## config.mk

```make
export PLATFORM = sky130hd
export DESIGN_NAME = fifo_rd_ctrl
export DESIGN_NICKNAME = d
export VERILOG_FILES = /design/src/rtl/fifo_pkg.sv /design/src/rtl/sync_2ff.sv /design/src/rtl/fifo_rd_ctrl.sv
export SDC_FILE = /design/constraint.sdc
export NUM_CORES = 1
export LEC_CHECK = 0
export CAP_MARGIN = 30
export CORE_MARGIN = 5
export CORE_UTILIZATION = 50
export CTS_CLUSTER_SIZE = 12
export DETAILED_ROUTE_END_ITERATION = 10
export PLACE_DENSITY_LB_ADDON = 0.2
export SYNTH_ARGS = -nofsm -noshare
export SYNTH_HDL_FRONTEND = slang
export SYNTH_SLANG_ARGS = --single-unit
```

## constraint.sdc

```tcl
create_clock -name rd_clk -period 9.7 [get_ports rd_clk]
set_input_delay 0.97 -clock rd_clk [delete_from_list [all_inputs] [get_ports rd_clk]]
set_output_delay 0.97 -clock rd_clk [all_outputs]
set_load 0.01 [all_outputs]
```

## src/rtl/fifo_pkg.sv

```systemverilog
// fifo_pkg: pointer width and Gray-code helpers shared by both FIFO domain controllers
package fifo_pkg;
  localparam int MAX_W = 32;
  function automatic int ptr_w(input int addr_size);
    return addr_size + 1;
  endfunction
  function automatic logic [MAX_W-1:0] bin2gray(input logic [MAX_W-1:0] b);
    return b ^ (b >> 1);
  endfunction
  function automatic logic [MAX_W-1:0] gray2bin(input logic [MAX_W-1:0] g);
    logic [MAX_W-1:0] b;
    b[MAX_W-1] = g[MAX_W-1];
    for (int i = MAX_W - 2; i >= 0; i--) b[i] = b[i+1] ^ g[i];
    return b;
  endfunction
endpackage

```

## src/rtl/sync_2ff.sv

```systemverilog
// sync_2ff: two-flop clock-domain-crossing synchroniser, no logic between stages
module sync_2ff #(
  parameter int W = 1
) (
  input  logic         clk,
  input  logic         rst,
  input  logic [W-1:0] d,
  output logic [W-1:0] q
);
  logic [W-1:0] q1;
  always_ff @(posedge clk) begin
    if (rst) begin
      q1 <= '0;
      q  <= '0;
    end else begin
      q1 <= d;
      q  <= q1;
    end
  end
endmodule

```

## src/rtl/fifo_rd_ctrl.sv

```systemverilog
// fifo_rd_ctrl: async FIFO read-domain pointer/empty logic with a 2-entry FWFT output stage
module fifo_rd_ctrl
  import fifo_pkg::*;
#(
  parameter int DATA_SIZE = 4,
  parameter int ADDR_SIZE = 4
) (
  input  logic                 rd_clk,
  input  logic                 rst,
  input  logic [ADDR_SIZE:0]   wq_gray,
  output logic [ADDR_SIZE:0]   rd_ptr_gray,
  output logic [ADDR_SIZE-1:0] rd_addr,
  output logic                 rd_en,
  input  logic [DATA_SIZE-1:0] mem_rdata,
  output logic [DATA_SIZE-1:0] out_data,
  output logic                 out_valid,
  input  logic                 out_ready,
  output logic                 empty
);
  localparam int PTR_W = ptr_w(ADDR_SIZE);
  logic [PTR_W-1:0] rbin, rbin_next, rgray_next, rq2_wptr;
  logic [DATA_SIZE-1:0] tail;
  logic [1:0] occ, base;
  logic [2:0] demand;
  logic inflight, pop;
  sync_2ff #(.W(PTR_W)) u_sync (.clk(rd_clk), .rst(rst), .d(wq_gray), .q(rq2_wptr));
  assign out_valid  = occ != 2'd0;
  assign pop        = out_valid && out_ready;
  // words held or arriving after this cycle's pop; a new read only fits if at most one remains
  assign demand     = {1'b0, occ} + {2'b0, inflight} - {2'b0, pop};
  assign rd_en      = !empty && demand <= 3'd1;
  assign rd_addr    = rbin[ADDR_SIZE-1:0];
  assign rbin_next  = rbin + PTR_W'(rd_en);
  assign rgray_next = PTR_W'(bin2gray(MAX_W'(rbin_next)));
  assign base       = occ - {1'b0, pop};
  always_ff @(posedge rd_clk) begin
    if (rst) begin
      rbin        <= '0;
      rd_ptr_gray <= '0;
      empty       <= 1'b1;
      inflight    <= 1'b0;
      occ         <= 2'd0;
      out_data    <= '0;
      tail        <= '0;
    end else begin
      rbin        <= rbin_next;
      rd_ptr_gray <= rgray_next;
      empty       <= rgray_next == rq2_wptr;
      inflight    <= rd_en;
      occ         <= demand[1:0];
      out_data    <= (inflight && base == 2'd0) ? mem_rdata : pop ? tail : out_data;
      tail        <= (inflight && base == 2'd1) ? mem_rdata : tail;
    end
  end
endmodule

```

==> summary.md, run 1 <==
| Metric | Value |
|---|---|
| Outcome | complete, no violations |
| Final nets | 170 |
| Critical setup path kind | primary input to output pin |
| Worst min path class | flop to flop |
| RSZ-0062 raised after global routing | no |
| DR WL/cell | 11.0 µm |
| Global route total overflow | 0 |
| Vias per cell | 4.80 |
| Min-delay src | u_sync.q1[2]$_SDFF_PP0_ |
| Area of the die | 3550 µm² |
| Routability cong. | 0.783 |
| Worst-Margin Slew | 0.432 ns |
| H-tree levels | 2 |
| PwrDens | 251 nW/µm² |
| TritonRoute pass-1 iters | 4 |
| GRT Total Usage | 12.9% |
| Mapped Nets | 138 |
| Worst Clk Skew | 0.00528 ns |
| VDD IR max | 151 µV |
| Worst reg2reg path depth | 17 |
| Ys Warns | 0 |
| Drt drc | 0 |
| DIE WIDTH | 59.5 µm |
| Max frequency | 0.224 GHz |
| Period utilization | 46.0% |
| Core Region | 2410 µm² |
| Syn Inst Count | 120 |
| # hold bufs at CTS | 0 |
| Setup violators final | 0 |
| Static Leak | 0.649 nW |
| Slew HR | 71.1% |
| Synthesized area per cell | 10.2 µm² |
| Clk buf depth | 2 |
| Worst R2R End | empty$_SDFF_PP1_ |
| Num rows | 18 |
| Fraction of layout cells with a size suffix above 1 | 7.24% |
| Starting Density | 50.9% |
| Seq cells post-synth | 31 |
| Worst setup SP type | primary input |
| Post-synth cell types | 21 |
| Number of global-route vias before repair | 793 |
| Min Tclk post-route | 4.46 ns |
| CP required | 8.73 ns |
| CTS clock-pin slew for the worst setup and hold paths | 0.09 ns |
| CTS Sinks | 31 |
| Reg2reg setup slack | 6.15 ns |
| Max cap viols | 0 |
| DRT antenna net count | 0 |
| Total CTS buffers | 5 |
| Sequential share of the synthesized area | 50.6% |
| Final core utilization | 66.2% |
| Root Driver | clkbuf_4 |
| Clock latency on the worst-skew pair | 0.33 ns |
| Port buffer count | 27 |
| Die height | 59.5 µm |
| Post-CTS Resized | 0 |
| Reg2reg start | occ[1]$_SDFF_PP0_ |
| Crit. End Element | output pin |
| Vias | 873 |
| CTS tree | done |
| Sum Neg Setup Slack | 0 ns |
| Critical Path AT | 3.49 ns |
| Mapped Area | 1230 µm² |
| Largest net degree at the start of global routing | 22 |
| Hold Vio Cnt, Final | 0 |
| DRT iter0 DRCs | 14 |
| # diodes | 0 |
| Area Overhead vs Synth | 30.0% |
| Crit path max fanout | 5 |
| DP HPWL | 1540 µm |
| Cells on Worst Hold Path | 1 |
| Post-CTS setup buffers | 0 |
| Max-slew violations | 0 |
| Final WL | 2000 µm |
| First-pass GRT wire length | 3330 µm |
| Initial antenna violation count | 0 |
| IO Count | 28 |
| Hold EP | u_sync.q[2]$_SDFF_PP0_ |
-- kinds of logic (layout without fill, tap and decap cells) --
| group | after synthesis | after routing | synth area share (%) |
|---|---|---|---|
| buffers and inverters | 9 | 41 | 2.75 |
| AND/OR/NAND/NOR | 45 | 45 | 18.5 |
| adder cells (fa/ha/maj) | 6 | 6 | 6.73 |
| flip-flops | 31 | 31 | 50.6 |
| XOR/XNOR | 14 | 14 | 10.6 |
| AO/OA/AOI/OAI | 6 | 6 | 3.57 |
| multiplexers | 9 | 9 | 7.34 |
-- worst max-delay path by stage --
| stage | start | endpoint | slack [ns] | cells after the start |
|---|---|---|---|---|
| after floorplan | out_ready | empty$_SDFF_PP1_ | 5.81 | 14 |
| after global placement | out_ready | rd_en | 5.27 | 9 |
| after detailed placement | out_ready | rd_en | 5.21 | 10 |
| after CTS | out_ready | rd_en | 5.21 | 10 |
| after global routing | out_ready | rd_en | 5.13 | 9 |
| final | out_ready | rd_en | 5.24 | 10 |
-- synth_stat cells --
| cell | number | area [µm²] |
|---|---|---|
| clkbuf_1 | 3 | 11.3 |
| dfxtp_1 | 31 | 621 |
| nor4_1 | 1 | 6.26 |
| nand3_1 | 2 | 10.0 |
| nand2b_1 | 2 | 12.5 |
| nor3_1 | 1 | 5.00 |
| ha_1 | 5 | 62.6 |
| a211oi_1 | 4 | 30.0 |
| xnor2_1 | 9 | 78.8 |
| nor2_1 | 15 | 56.3 |
| a31o_1 | 1 | 8.76 |
| nor2_2 | 1 | 6.26 |
| nand2_1 | 7 | 26.3 |
| xor2_2 | 1 | 16.3 |
| inv_1 | 6 | 22.5 |
| nor2b_1 | 15 | 93.8 |
| o21ai_1 | 1 | 5.00 |
| mux2i_1 | 9 | 90.1 |
| fa_1 | 1 | 20.0 |
| xor2_1 | 4 | 35.0 |
| nand3_2 | 1 | 10.0 |
-- final cells by class --
class                           instances  area (µm²)
Clock buffer                            6        51.3
Clock inverter                          1        5.00
Fill cell                             204         815
Inverter                                6        22.5
Multi-Input combinational cell         80         573
Sequential cell                        31         621
Tap cell                               30        37.5
Timing Repair Buffer                   28         285
-- report_power, final --
part / switching, mW / internal, mW / leakage (nW) / total, mW
sequential: 0.0125 / 0.148 / 0.253 / 0.161
combinational: 0.0766 / 0.0878 / 0.362 / 0.164
clock: 0.0414 / 0.0335 / 0.0341 / 0.0750
-- worst max-delay path, cell delays in order --
cell and delay [ns]:
clkdlybuf4s50_1 0.39, nand2_1 0.21, inv_1 0.10, ha_1 0.28
inv_1 0.04, ha_1 0.18, fa_1 0.37, xnor2_1 0.15
nor3_1 0.21, clkdlybuf4s50_1 0.58
-- state kept, by name (all words and copies together) (netlist names) --
signal and cells:
rd_ptr_gray 5, u_sync.q1 5, u_sync.q 5, out_data 4, rbin 4, tail 4, occ 2, empty 1
inflight 1
-- layout by cell type, fill, tap and decap left out, drive strengths merged --
| master | netlist | layout |
|---|---|---|
| a31o | 1 | 1 |
| ha | 5 | 5 |
| nor3 | 1 | 1 |
| mux2i | 9 | 9 |
| fa | 1 | 1 |
| a211oi | 4 | 4 |
| nand2b | 2 | 2 |
| nand2 | 7 | 7 |
| clkbuf | 3 | 6 |
| xnor2 | 9 | 9 |
| nor4 | 1 | 1 |
| clkinv | 0 | 1 |
| o21ai | 1 | 1 |
| buf | 0 | 1 |
| inv | 6 | 6 |
| xor2 | 5 | 5 |
| nor2b | 15 | 15 |
| nand3 | 3 | 3 |
| dfxtp | 31 | 31 |
| clkdlybuf4s50 | 0 | 27 |
| nor2 | 16 | 16 |
-- metal layers --
layer / vias to the layer above / global-route usage (%) / part of all wire, %
met4: 0 / 6.65 / 0.95
li1: 451 / - / -
met1: 397 / 14.7 / 45
met2: 23 / 20.1 / 46
met5: - / 0 / 0
met3: 2 / 6.10 / 8.2
-- metrics by stage --
step	instance area [µm²]	hold WS, ns	power [mW]	worst slack [ns]	instances
global placement	1520	0.418	0.324	5.27	174
CTS	1600	0.449	0.404	5.21	182
global route	1600	0.465	0.428	5.13	182
detailed placement	1540	0.427	0.330	5.21	175
floorplan	1230	0.414	0.270	5.81	120
finish	1600	0.446	0.400	5.24	182
Power figures use the tool's default switching activity.
==> run 2, diff against run 1 <==
CORE_UTILIZATION = 48   (was 50)
clock period = 4.35 ns   (was 9.7 ns; I/O delays follow)
==> run 2 against run 1 <==
Compared with the run above:
- final area increased by 1.0%
- wire length grew 5.6%
- register-to-register slack lost 5.4 ns
- final cell count up 0.55%
- non-clock buffer count stayed put
- sequential power rose by 120%
- via count grew 1.9%
- clock-buffer cell count grew 1
- first-iteration DRC count is 57% lower
==> summary.md, run 2 (synthesis gave the netlist of run 1 again) <==
| Metric | Value |
|---|---|
| Outcome | complete, no violations |
| Vias | 890 (+1.9%) |
| Post-CTS Resized | 0 (unchanged) |
| Root Driver | clkbuf_4 |
| CTS clock-pin slew for the worst setup and hold paths | 0.09 ns (about the same) |
| Clock latency on the worst-skew pair | 0.33 ns (about the same) |
| Commonest non-fill, non-tap cell in the layout | dfxtp_1 |
| Period utilization | 83.0% |
| Min Tclk post-route | 3.61 ns |
| GRT Total Usage | 13.6% (+0.62 points) |
| Hold Vio Cnt, Final | 0 (unchanged) |
| Area of the die | 3670 µm² (+3.5%) |
| Critical Path AT | 3.84 ns (+0.35 ns) |
| DRT iter0 DRCs | 6 (-8) |
| Port buffer count | 27 (unchanged) |
| Routability cong. | 0.783 (about the same) |
| Overall Power | 921 µW (+130%) |
| RSZ-0062 raised after global routing | no |
| Global route total overflow | 0 (unchanged) |
| Post-CTS setup buffers | 0 (unchanged) |
| Largest net degree at the start of global routing | 17 (-23%) |
| DIE WIDTH | 60.6 µm (+1.7%) |
| Fraction of layout cells with a size suffix above 1 | 7.84% (+0.61 points) |
| # hold bufs at CTS | 0 (unchanged) |
| Max-slew violations | 0 (unchanged) |
| CP required | 4.58 ns (-4.15 ns) |
| Crit. End Element | flop |
| Final nets | 170 (unchanged) |
| Leading cell types in the layout, fill and taps excluded | dfxtp_1, clkdlybuf4s50_1, nor2b_1, nor2_1 |
| CTS Sinks | 31 (unchanged) |
| Slew HR | 61.5% (-9.6 points) |
| Worst setup SP type | flop |
| Sum Neg Setup Slack | 0 ns (unchanged) |
| Vias per cell | 4.86 (+1.4%) |
| Worst min path class | flop to flop |
| Static Leak | 0.652 nW (+0.53%) |
| # diodes | 0 (unchanged) |
| Core Region | 2450 µm² (+1.9%) |
| Critical setup path kind | flop to flop |
| DR WL/cell | 11.5 µm (+5.0%) |
| TritonRoute pass-1 iters | 3 (-1) |
| H-tree levels | 2 (unchanged) |
| CTS tree | done |
| Final WL | 2110 µm (+5.6%) |
| Max cap viols | 0 (unchanged) |
| First-pass GRT wire length | 3570 µm (+7.1%) |
| Drt drc | 0 (unchanged) |
| Starting Density | 50.0% (-0.93 points) |
| DP HPWL | 1670 µm (+8.5%) |
| Number of global-route vias before repair | 856 (+7.9%) |
| Die height | 60.6 µm (+1.7%) |
| Largest regs | rd_ptr_gray: 5 flops, u_sync.q1: 5 flops, u_sync.q: 5 flops |
| Worst Clk Skew | 0.00499 ns (-0.000290 ns) |
| Crit path max fanout | 5 (unchanged) |
| IO Count | 28 (unchanged) |
| Area Overhead vs Synth | 31.3% |
| DRT antenna net count | 0 (unchanged) |
| Initial antenna violation count | 0 (unchanged) |
| Worst-Margin Slew | 0.576 ns (+0.144 ns) |
| Total CTS buffers | 5 (unchanged) |
| VDD IR max | 386 µV (+160%) |
| Num rows | 18 (unchanged) |
| PwrDens | 572 nW/µm² (+130%) |
| Max frequency | 0.277 GHz |
| Clk buf depth | 2 (unchanged) |
| Setup violators final | 0 (unchanged) |
| Final core utilization | 65.6% (-0.55 points) |
[run 2: area by class of cell]
cell class | count | area, µm²
clock buffer | 7 | 65.1
clock inverter | 1 | 7.51
fill | 199 | 843
inverter | 6 | 22.5
multi-input combinational | 80 | 573
sequential | 31 | 621
tap | 30 | 37.5
timing repair buffer | 28 | 285
[run 2: worst max-delay path: stages (launching register included)]
cell,delay [ns]
dfxtp_1,0.35
inv_1,0.11
nand2_1,0.08
nand2_1,0.23
inv_1,0.10
ha_1,0.28
inv_1,0.04
ha_1,0.19
fa_1,0.39
xnor2_1,0.16
nor3_1,0.24
ha_1,0.27
ha_1,0.24
nand3_1,0.10
xor2_1,0.29
nand2b_1,0.15
mux2i_1,0.07
a31o_1,0.22
[run 2: final timing paths]
path	from	endpoint	slack [ns]	cells past startpoint
worst max-delay path	occ[1]$_SDFF_PP0_	empty$_SDFF_PP1_	0.74	17
worst min-delay path	u_sync.q1[0]$_SDFF_PP0_	u_sync.q[0]$_SDFF_PP0_	0.44	1
worst max register to register	occ[1]$_SDFF_PP0_	empty$_SDFF_PP1_	0.74	17
worst min register to register	u_sync.q1[0]$_SDFF_PP0_	u_sync.q[0]$_SDFF_PP0_	0.44	1
[run 2: per-stage QoR]
step | cells | hold WS, ns | instance area [µm²] | setup slack [ns]
floorplan | 120 | 0.414 | 1230 | 0.873
global placement | 174 | 0.419 | 1520 | 0.563
detailed placement | 175 | 0.421 | 1540 | 0.429
CTS | 183 | 0.443 | 1610 | 0.699
global route | 183 | 0.468 | 1610 | 0.469
finish | 183 | 0.442 | 1610 | 0.739
[run 2: per-layer routing]
layer | up-vias | track usage (%) | wire length, µm
met5 | - | 0 | 0
met4 | 0 | 4.64 | 34
met3 | 5 | 5.74 | 146
met2 | 19 | 23.5 | 1060
met1 | 413 | 14.8 | 869
li1 | 453 | - | -
[run 2: report_power, final]
group	internal (mW)	switching [mW]
clock network	0.0943	0.0954
registers	0.331	0.0273
logic	0.197	0.177
total	0.622	0.299
==> run 3, diff against run 2 <==
CORE_UTILIZATION = 43   (was 48)
clock period = 2.9 ns   (was 4.35 ns; I/O delays follow)
==> run 3 against run 2 <==
Compared with the run above:
- via count is 8.7% higher
- combinational power up 140%
- clock power grew 49%
- clock-buffer cell count rose by 1
- total power rose by 87%
- critical path depth down 1
- non-clock buffer count increased by 14
- core utilization up 1.5 points
- fmax is 25% higher
- worst setup slack lost 0.72 ns
- first-iteration DRC count rose to 5.3 times the previous value
- sequential power up 55%
- critical endpoint unchanged
==> summary.md, run 3 (synthesis gave the netlist of run 1 again) <==
| Metric | Value |
|---|---|
| Final non-filler cell total | 198 (+8.2%) |
| Vias | 967 (+8.7%) |
| H-tree levels | 2 (unchanged) |
| Core Region | 2760 µm² (+12%) |
| Finished Cell Area | 1850 µm² (+15%) |
| Switching Share | 33.8% (+1.3 points) |
| Crit path max fanout | 3 (-2) |
| Period utilization | 99.3% (+16 points) |
| Stages on the worst setup path | 16 (-1) |
| Max-slew violations | 0 (unchanged) |
| Total CTS buffers | 5 (unchanged) |
| CTS clock-pin slew for the worst setup and hold paths | 0.10 ns (about the same) |
| Slowest stage delay, CP | 0.40 ns (about the same) |
| Die height | 63.4 µm (+4.7%) |
| Setup violators final | 0 (unchanged) |
| Min Tclk post-route | 2.88 ns (-0.732 ns) |
| Largest net degree at the start of global routing | 32 (+15) |
| Worst R2R End | empty$_SDFF_PP1_ |
| Hold Vio Cnt, Final | 0 (unchanged) |
| Clock latency on the worst-skew pair | 0.34 ns (about the same) |
| M3 GR Usage | 5.15% (-0.59 points) |
| Reg2reg start | occ[0]$_SDFF_PP0_ |
| Crit. End Element | flop |
| Net load switching power | 580 µW (+94%) |
| Most frequent CP cell | ha_4 |
| Worst reg2reg path depth | 16 (-1) |
| Crit-path leading delay family | adder cells |
| Number of global-route vias before repair | 1030 (+20%) |
| Critical setup path kind | flop to flop |
| DRT iter0 DRCs | 32 (+26) |
| Max cap viols | 0 (unchanged) |
| CTS Sinks | 31 (unchanged) |
| M1 GR Usage | 14.9% (+0.052 points) |
| Clock Power Share | 16.5% (-4.1 points) |
| Max frequency | 0.347 GHz (+25%) |
| Num rows | 19 (+1) |
| Root Driver | clkbuf_4 |
| CP Capture Point | empty$_SDFF_PP1_ |
| Global route total overflow | 0 (unchanged) |
| Reg2reg setup slack | 0.02 ns (-0.72 ns) |
| Clk buf depth | 2 (unchanged) |
| DP HPWL | 1890 µm (+13%) |
| Critical Path AT | 3.12 ns (-0.72 ns) |
| Static Leak | 0.739 nW (+13%) |
| CP max stage cell | fa_2 |
| DRT antenna net count | 0 (unchanged) |
| Initial antenna violation count | 0 (unchanged) |
| TritonRoute pass-1 iters | 2 (-1) |
| Worst path bufs/invs | 3 (unchanged) |
| Overall Power | 1.72 mW (+87%) |
| Vias per cell | 4.88 (+0.42%) |
| VDD IR max | 871 µV (+130%) |
| Cell Int Power | 1.14 mW (+83%) |
| Crit-path cells | inv_2 -> nand2_4 -> nand2_4 -> inv_4 -> ha_4 -> inv_2 -> ha_4 -> fa_2 -> xnor2_4 -> nor3_4 -> ha_4 -> ha_4 -> xnor2_1 -> xnor2_1 -> xor2_1 -> a31o_1 |
| DR WL/cell | 13.4 µm (+17%) |
| Worst-Margin Slew | 0.321 ns (-0.255 ns) |
| Starting Density | 44.5% (-5.5 points) |
| Area of the die | 4020 µm² (+9.6%) |
| Post-DP Area | 1710 µm² (+11%) |
| Area Overhead vs Synth | 50.8% |
| RSZ-0062 raised after global routing | yes |
| Worst setup SP type | flop |
| IO Count | 28 (unchanged) |
| Leading cell types in the layout, fill and taps excluded | dfxtp_1, clkdlybuf4s50_1, nor2b_1, nor2_1, buf_4 |
| # diodes | 0 (unchanged) |
| Most Crowded Layer GR | met2 |
| Largest regs | rd_ptr_gray: 5 flops, u_sync.q1: 5 flops, u_sync.q: 5 flops |
| Port buffer count | 27 (unchanged) |
| Final nets | 184 (+8.2%) |
| # fillers | 205 (+3.0%) |
| Drt drc | 0 (unchanged) |
| Fraction of layout cells with a size suffix above 1 | 25.7% (+18 points) |
| Final WL | 2660 µm (+26%) |
| Sum Neg Setup Slack | 0 ns (unchanged) |
| First-pass GRT wire length | 4570 µm (+28%) |
| GRT Total Usage | 14.8% (+1.3 points) |
| Crit. Startpoint | occ[0]$_SDFF_PP0_ |
| Commonest non-fill, non-tap cell in the layout | dfxtp_1 |
| Inst Count DP | 186 (+6.3%) |
| CP required | 3.14 ns (-1.44 ns) |
| Met2 Use GR | 25.5% (+2.0 points) |
| Slew HR | 78.5% (+17 points) |
| Worst min path class | flop to flop |
| Routability cong. | 0.760 (-2.9%) |
| Comb power frac | 51.2% (+11 points) |
| PwrDens | 929 nW/µm² (+62%) |
| CTS tree | done |
| DIE WIDTH | 63.4 µm (+4.7%) |
| Worst Clk Skew | 0.00982 ns (+0.00483 ns) |
| Outcome | complete, no violations |
| Sequential Power Share | 32.3% (-6.5 points) |
run 3: power by group through the flow:
stage                     clock network (mW)  registers, mW  logic (mW)
after global placement                     0          0.555       0.763
after CTS                              0.294          0.554       0.804
final                                  0.283          0.555       0.881
after detailed placement                   0          0.560       0.792
after global routing                   0.317          0.565       0.983
after floorplan                            0          0.577       0.454
run 3: worst min-delay path by stage:
stage                                  from                      end  slack, ns  cells past startpoint
floorplan                               rst  u_sync.q1[2]$_SDFF_PP0_       0.36                      1
global placement    u_sync.q1[1]$_SDFF_PP0_   u_sync.q[1]$_SDFF_PP0_       0.42                      1
detailed placement  u_sync.q1[1]$_SDFF_PP0_   u_sync.q[1]$_SDFF_PP0_       0.43                      1
CTS                 u_sync.q1[3]$_SDFF_PP0_   u_sync.q[3]$_SDFF_PP0_       0.45                      1
global route        u_sync.q1[2]$_SDFF_PP0_   u_sync.q[2]$_SDFF_PP0_       0.47                      1
finish              u_sync.q1[1]$_SDFF_PP0_   u_sync.q[1]$_SDFF_PP0_       0.44                      1
run 3: cell type report:
class                           count  area (µm²)  area share, %
Clock buffer                        8        68.8           3.72
Inverter                            6        27.5           1.49
Tap cell                           31        38.8           2.10
Multi-Input combinational cell     80         691           37.3
Sequential cell                    31         624           33.7
Timing Repair Buffer               42         400           21.6
run 3: through the flow:
| stage | utilization, % | setup WS (ns) | hold WS [ns] |
|---|---|---|---|
| floorplan | - | -0.0544 | 0.362 |
| global placement | 62.1 | -0.340 | 0.418 |
| detailed placement | 62.1 | -0.407 | 0.428 |
| CTS | 65.2 | 0.0217 | 0.449 |
| global route | 67.1 | -0.135 | 0.468 |
| finish | 67.1 | 0.0214 | 0.443 |
run 3: worst register-to-register path: cells and delay by family, from the launching register on:
kind,cells,cell delay [ns]
adders and majority gates,5,1.15
xor gates and xnor gates,4,0.61
DFF,1,0.34
and+or+nand+nor,3,0.30
AOI/OAI and AO/OA,1,0.23
buffers and inverters,3,0.17
run 3: per-layer routing:
metal,vias to the layer above,share of wire (%)
met4,0,3.0
met2,22,54
li1,482,-
met3,10,5.8
met5,-,0
met1,453,37
run 3: timing repair:
item | in CTS | in global routing
hold buffers | 0 | 0
pin swaps | 3 | 0
buffers inserted | 1 | 2
cloned | 0 | 0
resized for setup | 2 | 2
setup endpoints to repair | 3 | 3
